$ cat src/rtl/ifu_idu_buf_pkg.sv
// ifu_idu_buf_pkg: shared opcodes, buffer states and entry type for the fetch-to-decode buffer
package ifu_idu_buf_pkg;
  localparam int XLEN = 64;
  localparam int ILEN = 32;
  localparam logic [31:0] NOP_INST = 32'h0000_0013;
  localparam logic [6:0] OPC_JAL = 7'b1101111;
  localparam logic [6:0] OPC_JALR = 7'b1100111;
  localparam logic [6:0] OPC_BRANCH = 7'b1100011;
  typedef enum logic [1:0] {
    BUF_EMPTY = 2'd0,
    BUF_ONE = 2'd1,
    BUF_TWO = 2'd2
  } buf_state_t;
  typedef struct packed {
    logic [ILEN-1:0] inst;
    logic [XLEN-1:0] pc;
    logic [XLEN-1:0] snpc;
    logic is_ctrl;
  } buf_entry_t;
  function automatic logic is_ctrl_op(input logic [6:0] opc);
    return (opc == OPC_JAL) || (opc == OPC_JALR) || (opc == OPC_BRANCH);
  endfunction
endpackage

$ cat src/rtl/ifu_idu_buf_if.sv
// ifu_idu_buf_if: fetch-side and decode-side handshake bundle; slave is the buffer, master the environment
interface ifu_idu_buf_if #(
  parameter int XLEN = 64,
  parameter int ILEN = 32
);
  logic in_valid;
  logic in_ready;
  logic [ILEN-1:0] in_inst;
  logic [XLEN-1:0] in_pc;
  logic [XLEN-1:0] in_snpc;
  logic flush;
  logic out_valid;
  logic out_ready;
  logic [ILEN-1:0] out_inst;
  logic [XLEN-1:0] out_pc;
  logic [XLEN-1:0] out_snpc;
  logic out_is_ctrl;
  logic [1:0] count;
  modport slave (
    input in_valid, in_inst, in_pc, in_snpc, flush, out_ready,
    output in_ready, out_valid, out_inst, out_pc, out_snpc, out_is_ctrl, count
  );
  modport master (
    output in_valid, in_inst, in_pc, in_snpc, flush, out_ready,
    input in_ready, out_valid, out_inst, out_pc, out_snpc, out_is_ctrl, count
  );
endinterface

$ cat src/rtl/ifu_idu_buf_inst_predecode.sv
// inst_predecode: flags jal/jalr/branch from the opcode field
module inst_predecode
  import ifu_idu_buf_pkg::*;
(
  input  logic [6:0] opc,
  output logic       is_ctrl
);
  assign is_ctrl = is_ctrl_op(opc);
endmodule

$ cat src/rtl/ifu_idu_buf.sv
// ifu_idu_buf: 2-entry skid buffer between fetch and decode with control-flow predecode and flush
module ifu_idu_buf #(
  parameter int XLEN = 64,
  parameter int ILEN = 32,
  parameter logic [ILEN-1:0] NOP_INST = ifu_idu_buf_pkg::NOP_INST
) (
  input logic clk,
  input logic rst,
  ifu_idu_buf_if.slave bus
);
  import ifu_idu_buf_pkg::*;
  typedef struct packed {
    logic [ILEN-1:0] inst;
    logic [XLEN-1:0] pc;
    logic [XLEN-1:0] snpc;
    logic is_ctrl;
  } ent_t;
  buf_state_t st, st_nx;
  ent_t main_q, skid_q, in_ent;
  logic in_ready, out_valid, in_fire, out_fire, pd;
  logic main_ld, skid_ld, shift;
  inst_predecode u_pd (.opc(bus.in_inst[6:0]), .is_ctrl(pd));
  assign in_ent = '{inst: bus.in_inst, pc: bus.in_pc, snpc: bus.in_snpc, is_ctrl: pd};
  assign in_ready = st != BUF_TWO;
  assign out_valid = st != BUF_EMPTY;
  assign in_fire = bus.in_valid & in_ready;
  assign out_fire = out_valid & bus.out_ready;
  always_comb begin
    st_nx = st;
    main_ld = 1'b0;
    skid_ld = 1'b0;
    shift = 1'b0;
    case (st)
      BUF_EMPTY: begin
        st_nx = in_fire ? BUF_ONE : BUF_EMPTY;
        main_ld = in_fire;
      end
      BUF_ONE: begin
        st_nx = in_fire ? (out_fire ? BUF_ONE : BUF_TWO) : (out_fire ? BUF_EMPTY : BUF_ONE);
        main_ld = in_fire & out_fire;
        skid_ld = in_fire & ~out_fire;
      end
      BUF_TWO: begin
        st_nx = out_fire ? BUF_ONE : BUF_TWO;
        shift = out_fire;
      end
      default: st_nx = BUF_EMPTY;
    endcase
    // redirect drops everything, including a same-cycle fetch
    if (bus.flush) begin
      st_nx = BUF_EMPTY;
      main_ld = 1'b0;
      skid_ld = 1'b0;
      shift = 1'b0;
    end
  end
  always_ff @(posedge clk) begin
    if (rst) begin
      st <= BUF_EMPTY;
      main_q <= '0;
      skid_q <= '0;
    end else begin
      st <= st_nx;
      if (main_ld) main_q <= in_ent;
      else if (shift) main_q <= skid_q;
      if (skid_ld) skid_q <= in_ent;
    end
  end
  assign bus.in_ready = in_ready;
  assign bus.out_valid = out_valid;
  assign bus.out_inst = out_valid ? main_q.inst : NOP_INST;
  assign bus.out_pc = main_q.pc;
  assign bus.out_snpc = main_q.snpc;
  assign bus.out_is_ctrl = out_valid & main_q.is_ctrl;
  assign bus.count = st;
endmodule

$ cat src/flat_wrapper.sv
// flat-port wrapper written by rule: the top's interface ports become plain ports
module ifu_idu_buf_flat import ifu_idu_buf_pkg::*;
#(
  parameter int XLEN = 64,
  parameter int ILEN = 32,
  parameter logic [ILEN-1:0] NOP_INST = ifu_idu_buf_pkg::NOP_INST
)
  (clk, rst, bus_in_valid, bus_in_inst, bus_in_pc, bus_in_snpc, bus_flush, bus_out_ready, bus_in_ready, bus_out_valid, bus_out_inst, bus_out_pc, bus_out_snpc, bus_out_is_ctrl, bus_count);
  ifu_idu_buf_if #(.XLEN(XLEN), .ILEN(ILEN)) bus_i ();
  input logic clk;
  input logic rst;
  input wire logic [$bits(bus_i.in_valid)-1:0] bus_in_valid;
  input wire logic [$bits(bus_i.in_inst)-1:0] bus_in_inst;
  input wire logic [$bits(bus_i.in_pc)-1:0] bus_in_pc;
  input wire logic [$bits(bus_i.in_snpc)-1:0] bus_in_snpc;
  input wire logic [$bits(bus_i.flush)-1:0] bus_flush;
  input wire logic [$bits(bus_i.out_ready)-1:0] bus_out_ready;
  output wire logic [$bits(bus_i.in_ready)-1:0] bus_in_ready;
  output wire logic [$bits(bus_i.out_valid)-1:0] bus_out_valid;
  output wire logic [$bits(bus_i.out_inst)-1:0] bus_out_inst;
  output wire logic [$bits(bus_i.out_pc)-1:0] bus_out_pc;
  output wire logic [$bits(bus_i.out_snpc)-1:0] bus_out_snpc;
  output wire logic [$bits(bus_i.out_is_ctrl)-1:0] bus_out_is_ctrl;
  output wire logic [$bits(bus_i.count)-1:0] bus_count;
  assign bus_i.in_valid = bus_in_valid;
  assign bus_i.in_inst = bus_in_inst;
  assign bus_i.in_pc = bus_in_pc;
  assign bus_i.in_snpc = bus_in_snpc;
  assign bus_i.flush = bus_flush;
  assign bus_i.out_ready = bus_out_ready;
  assign bus_in_ready = bus_i.in_ready;
  assign bus_out_valid = bus_i.out_valid;
  assign bus_out_inst = bus_i.out_inst;
  assign bus_out_pc = bus_i.out_pc;
  assign bus_out_snpc = bus_i.out_snpc;
  assign bus_out_is_ctrl = bus_i.out_is_ctrl;
  assign bus_count = bus_i.count;
  ifu_idu_buf #(.XLEN(XLEN), .ILEN(ILEN), .NOP_INST(NOP_INST)) u_core (.clk(clk), .rst(rst), .bus(bus_i));
endmodule
$ cat config.mk
export PLATFORM = sky130hd
export DESIGN_NAME = ifu_idu_buf_flat
export DESIGN_NICKNAME = d
export VERILOG_FILES = /design/src/rtl/ifu_idu_buf_pkg.sv /design/src/rtl/ifu_idu_buf_if.sv /design/src/rtl/ifu_idu_buf_inst_predecode.sv /design/src/rtl/ifu_idu_buf.sv /design/src/flat_wrapper.sv
export SDC_FILE = /design/constraint.sdc
export NUM_CORES = 1
export LEC_CHECK = 0
export BUFFER_PORTS_ARGS = -buffer_cell sky130_fd_sc_hd__buf_2
export CORE_ASPECT_RATIO = 0.5
export CORE_MARGIN = 2
export CORE_UTILIZATION = 50
export DETAILED_ROUTE_END_ITERATION = 8
export PLACE_DENSITY = 0.77
export SLEW_MARGIN = 10
export SYNTH_ARGS = -nofsm -noshare
export SYNTH_HDL_FRONTEND = slang
export SYNTH_HIERARCHICAL = 1
export SYNTH_SLANG_ARGS = --single-unit
export TNS_END_PERCENT = 10
$ cat constraint.sdc
create_clock -name clk -period 2.45 [get_ports clk]
set_clock_uncertainty 0.05 [all_clocks]
set_input_delay 0.49 -clock clk [delete_from_list [all_inputs] [get_ports clk]]
set_output_delay 0.49 -clock clk [all_outputs]
set_load 0.02 [all_outputs]
==> results.json <==
{
  "hpwl_um": 28700,
  "die-area_sq_um": 33500,
  "outcome": "finished, final reports clean",
  "drt_iter0_markers": 1726,
  "synth_area_sq_um": 16000,
  "synth_top_area_share_pct": 40.5,
  "clk_latency_ns": 0.57,
  "gp_congestion": 0.834,
  "grt_max_degree": 162,
  "whs_endpoint": "u_core/skid_q[28]$_SDFFE_PP0P_",
  "netlist_instances": 1875,
  "start_kind": "flip-flop",
  "utilization_pct": 58.0,
  "crit_path_end_kind": "flip-flop",
  "r2r_start": "u_core/bus.count[1]$_SDFF_PP0_",
  "ys_warn_count": 6,
  "crit_type": "flip-flop to flip-flop",
  "vias": 15300,
  "drive_gt1_share_pct": 28.1,
  "top_layer": "met4",
  "stdcell_count": 2400,
  "cap_viol_max_count": 0,
  "antenna_left": 0,
  "hp-start": "bus_in_snpc[27]",
  "nets": 2103,
  "ys_types": 29,
  "grt_overflow_total": 0,
  "cts_inserted_buffers": 30,
  "fill_cells": 2775,
  "relSlewSlack_pct": 40.6,
  "ys_ff_latch": 324,
  "cp.arrival_ns": 2.77,
  "p_per_area_nw_per_um2": 649,
  "worst_ir_drop_vdd_uv": 510,
  "ioPinCount": 330,
  "rsz0062_at_grt": "yes",
  "drv_slew": 0,
  "met3_length_um": 3680,
  "power.static_leakage_nw": 7.05,
  "rr_endpoint": "u_core/bus.out_pc[54]$_SDFFE_PP0P_",
  "clkTransAtPathRegs_ns": 0.07,
  "cts_max_level": 1,
  "synthTopCellsByArea": "dfxtp_1 (41%), a21oi_1 (10%), o41ai_2 (9.1%)",
  "drt_wl_total_um": 50600,
  "whs_path_depth": 3,
  "antenna_found_initial": 9,
  "reg2reg_slack_ns": 0.08,
  "ys_seq_area_share_pct": 40.5,
  "yosysTopAreaCell": "dfxtp_1",
  "numClockSinks": 324,
  "clock-root-buffer": "clkbuf_16",
  "fmax_mhz": 422,
  "syn_nets": 2042,
  "cts_tree": "built",
  "grt_pass1_vias": 14400,
  "worst-r2r-cell-count": 8,
  "routed_via_density": 6.37,
  "fp-row-count": 46,
  "fin_crit_sh_pct": 96.6,
  "io_buffers": 329,
  "hold_class": "primary input to flip-flop",
  "holdBufCountCts": 0,
  "grt_first_pass_wirelength_um": 78600,
  "initial_utilization_pct": 50.6,
  "clk_path_buf_depth": 3,
  "crit_required_ns": 2.85,
  "die_height_um": 130,
  "finalHoldViolCount": 0,
  "crit_fanout": 30,
  "fp.dieW_um": 257,
  "wire_per_inst_um": 21.1,
  "setup_viol": 0,
  "drc_errors": 0,
  "syn_to_final_growth_pct": 14.5,
  "syn_avg_cell_area_sq_um": 8.53,
  "coreArea_sq_um": 31600,
  "first_pass_iters": 6,
  "grt_usage_pct": 28.3,
  "wl_met1_um": 20500,
  "layout_min_cycle_time_ns": 2.37,
  "route.met2.wl_um": 23900,
  "placed_cells": 2333,
  "worst_pin_slew_ns": 0.891
}
## routing by layer
layer / vias to the layer above / GRT usage, %
met5: - / 0
met4: 0 / 14.6
met3: 167 / 4.19
met2: 799 / 45.9
met1: 7382 / 37.1
li1: 6950 / -
## synthesized netlist by cell type, drive strengths merged
library cell    n
and2           32
mux2            1
dfxtp         324
inv             3
clkbuf        192
ha              2
mux2i           2
nand4bb         2
or2             2
nor2            1
nor3          164
o41ai         161
nand3b          1
nand2b          5
o22a            2
o21a            1
nand2         323
nor2b           1
nor4bb          1
buf           172
o2111ai       161
a21oi         322
## cell families (layout without fill, tap and decap cells)
logic type | after synthesis | in the layout | share of synthesized area (%)
AOI/OAI and AO/OA | 647 | 647 | 32.1
adders and majority gates | 2 | 2 | 0.156
buffers and inverters | 367 | 451 | 12.4
DFF | 324 | 324 | 40.5
muxes | 3 | 3 | 0.242
other | 0 | 9 | 0
and+or+nand+nor | 532 | 532 | 14.6
## worst max-delay path by stage
stage / startpoint / to / slack [ns] / depth (start not counted)
2_1_floorplan: u_core/bus.count[0]$_SDFF_PP0_ / u_core/bus.out_snpc[55]$_SDFFE_PP0P_ / 0.001 / 11
3_3_place_gp: bus_out_ready / u_core/bus.out_snpc[34]$_SDFFE_PP0P_ / 0.18 / 7
3_5_place_dp: bus_in_valid / u_core/main_q[159]$_SDFFE_PP0P_ / 0.10 / 7
4_1_cts: u_core/bus.count[1]$_SDFF_PP0_ / bus_out_inst[21] / 0.02 / 4
5_1_grt: u_core/bus.count[1]$_SDFF_PP0_ / u_core/bus.out_snpc[1]$_SDFFE_PP0P_ / -0.02 / 8
6_report: u_core/bus.count[1]$_SDFF_PP0_ / u_core/bus.out_pc[54]$_SDFFE_PP0P_ / 0.08 / 8
## cell type report
class | count | area (sq um) | share of cell area (%)
flip-flops and latches | 324 | 6490 | 35.4
inverters | 3 | 13.8 | 0.0751
clock inverters | 10 | 125 | 0.683
multi-input cells | 1184 | 7650 | 41.8
repair buffers | 393 | 2570 | 14.1
diodes | 9 | 22.5 | 0.123
clock buffers | 45 | 898 | 4.90
well taps | 432 | 541 | 2.95
## critical path: stages (launching register included)
cell     delay [ns]
dfxtp_4        0.36
or2_2          0.29
and2_1         0.18
ha_1           0.27
mux2i_4        0.26
buf_12         0.19
buf_12         0.19
nor3_1         0.09
o41ai_2        0.35
## state kept, by name, indices dropped and copies added, names as in the netlist
register             count
u_core/main_q           33
u_core/bus.count         2
u_core/bus.out_snpc     64
u_core/skid_q          161
u_core/bus.out_pc       64
## metrics by stage
step	power (mW)	instance area (sq um)	hold slack [ns]	TNS (ns)	setup slack (ns)
after floorplan	6.53	16100	0.386	0	0.00142
after global placement	7.03	17200	0.391	0	0.177
after detailed placement	7.04	17200	0.396	0	0.102
after CTS	11.9	18300	0.0963	0	0.0206
after global routing	12.3	18300	0.106	-0.0238	-0.0187
final	11.9	18300	0.117	0	0.0823
## where the power goes
part	internal [mW]	switching (mW)
Clock	2.84	2.09
Combinational	0.490	1.04
Sequential	5.38	0.0576
Total	8.70	3.18
## layout by cell type (no fill, tap or decap), types with 3 or more instances in the layout
cell	netlist	layout
buf_2	24	328
nand2_1	323	323
dfxtp_1	324	322
a21oi_1	322	320
nor3_1	163	163
o2111ai_1	161	161
o41ai_2	90	91
o41ai_1	71	70
buf_12	0	33
clkbuf_16	0	32
and2_1	32	32
buf_4	128	28
diode_2	0	9
clkbuf_1	192	7
clkbuf_8	0	7
clkinv_2	0	7
nand2b_1	5	4
bufinv_16	0	3
## what timing repair did
item                                    in CTS  in global routing
endpoints found under the setup margin       0                 87
gates resized for setup                      0                  3
buffers inserted                             0                  2
No activity file was read; power rests on OpenSTA's default activity.
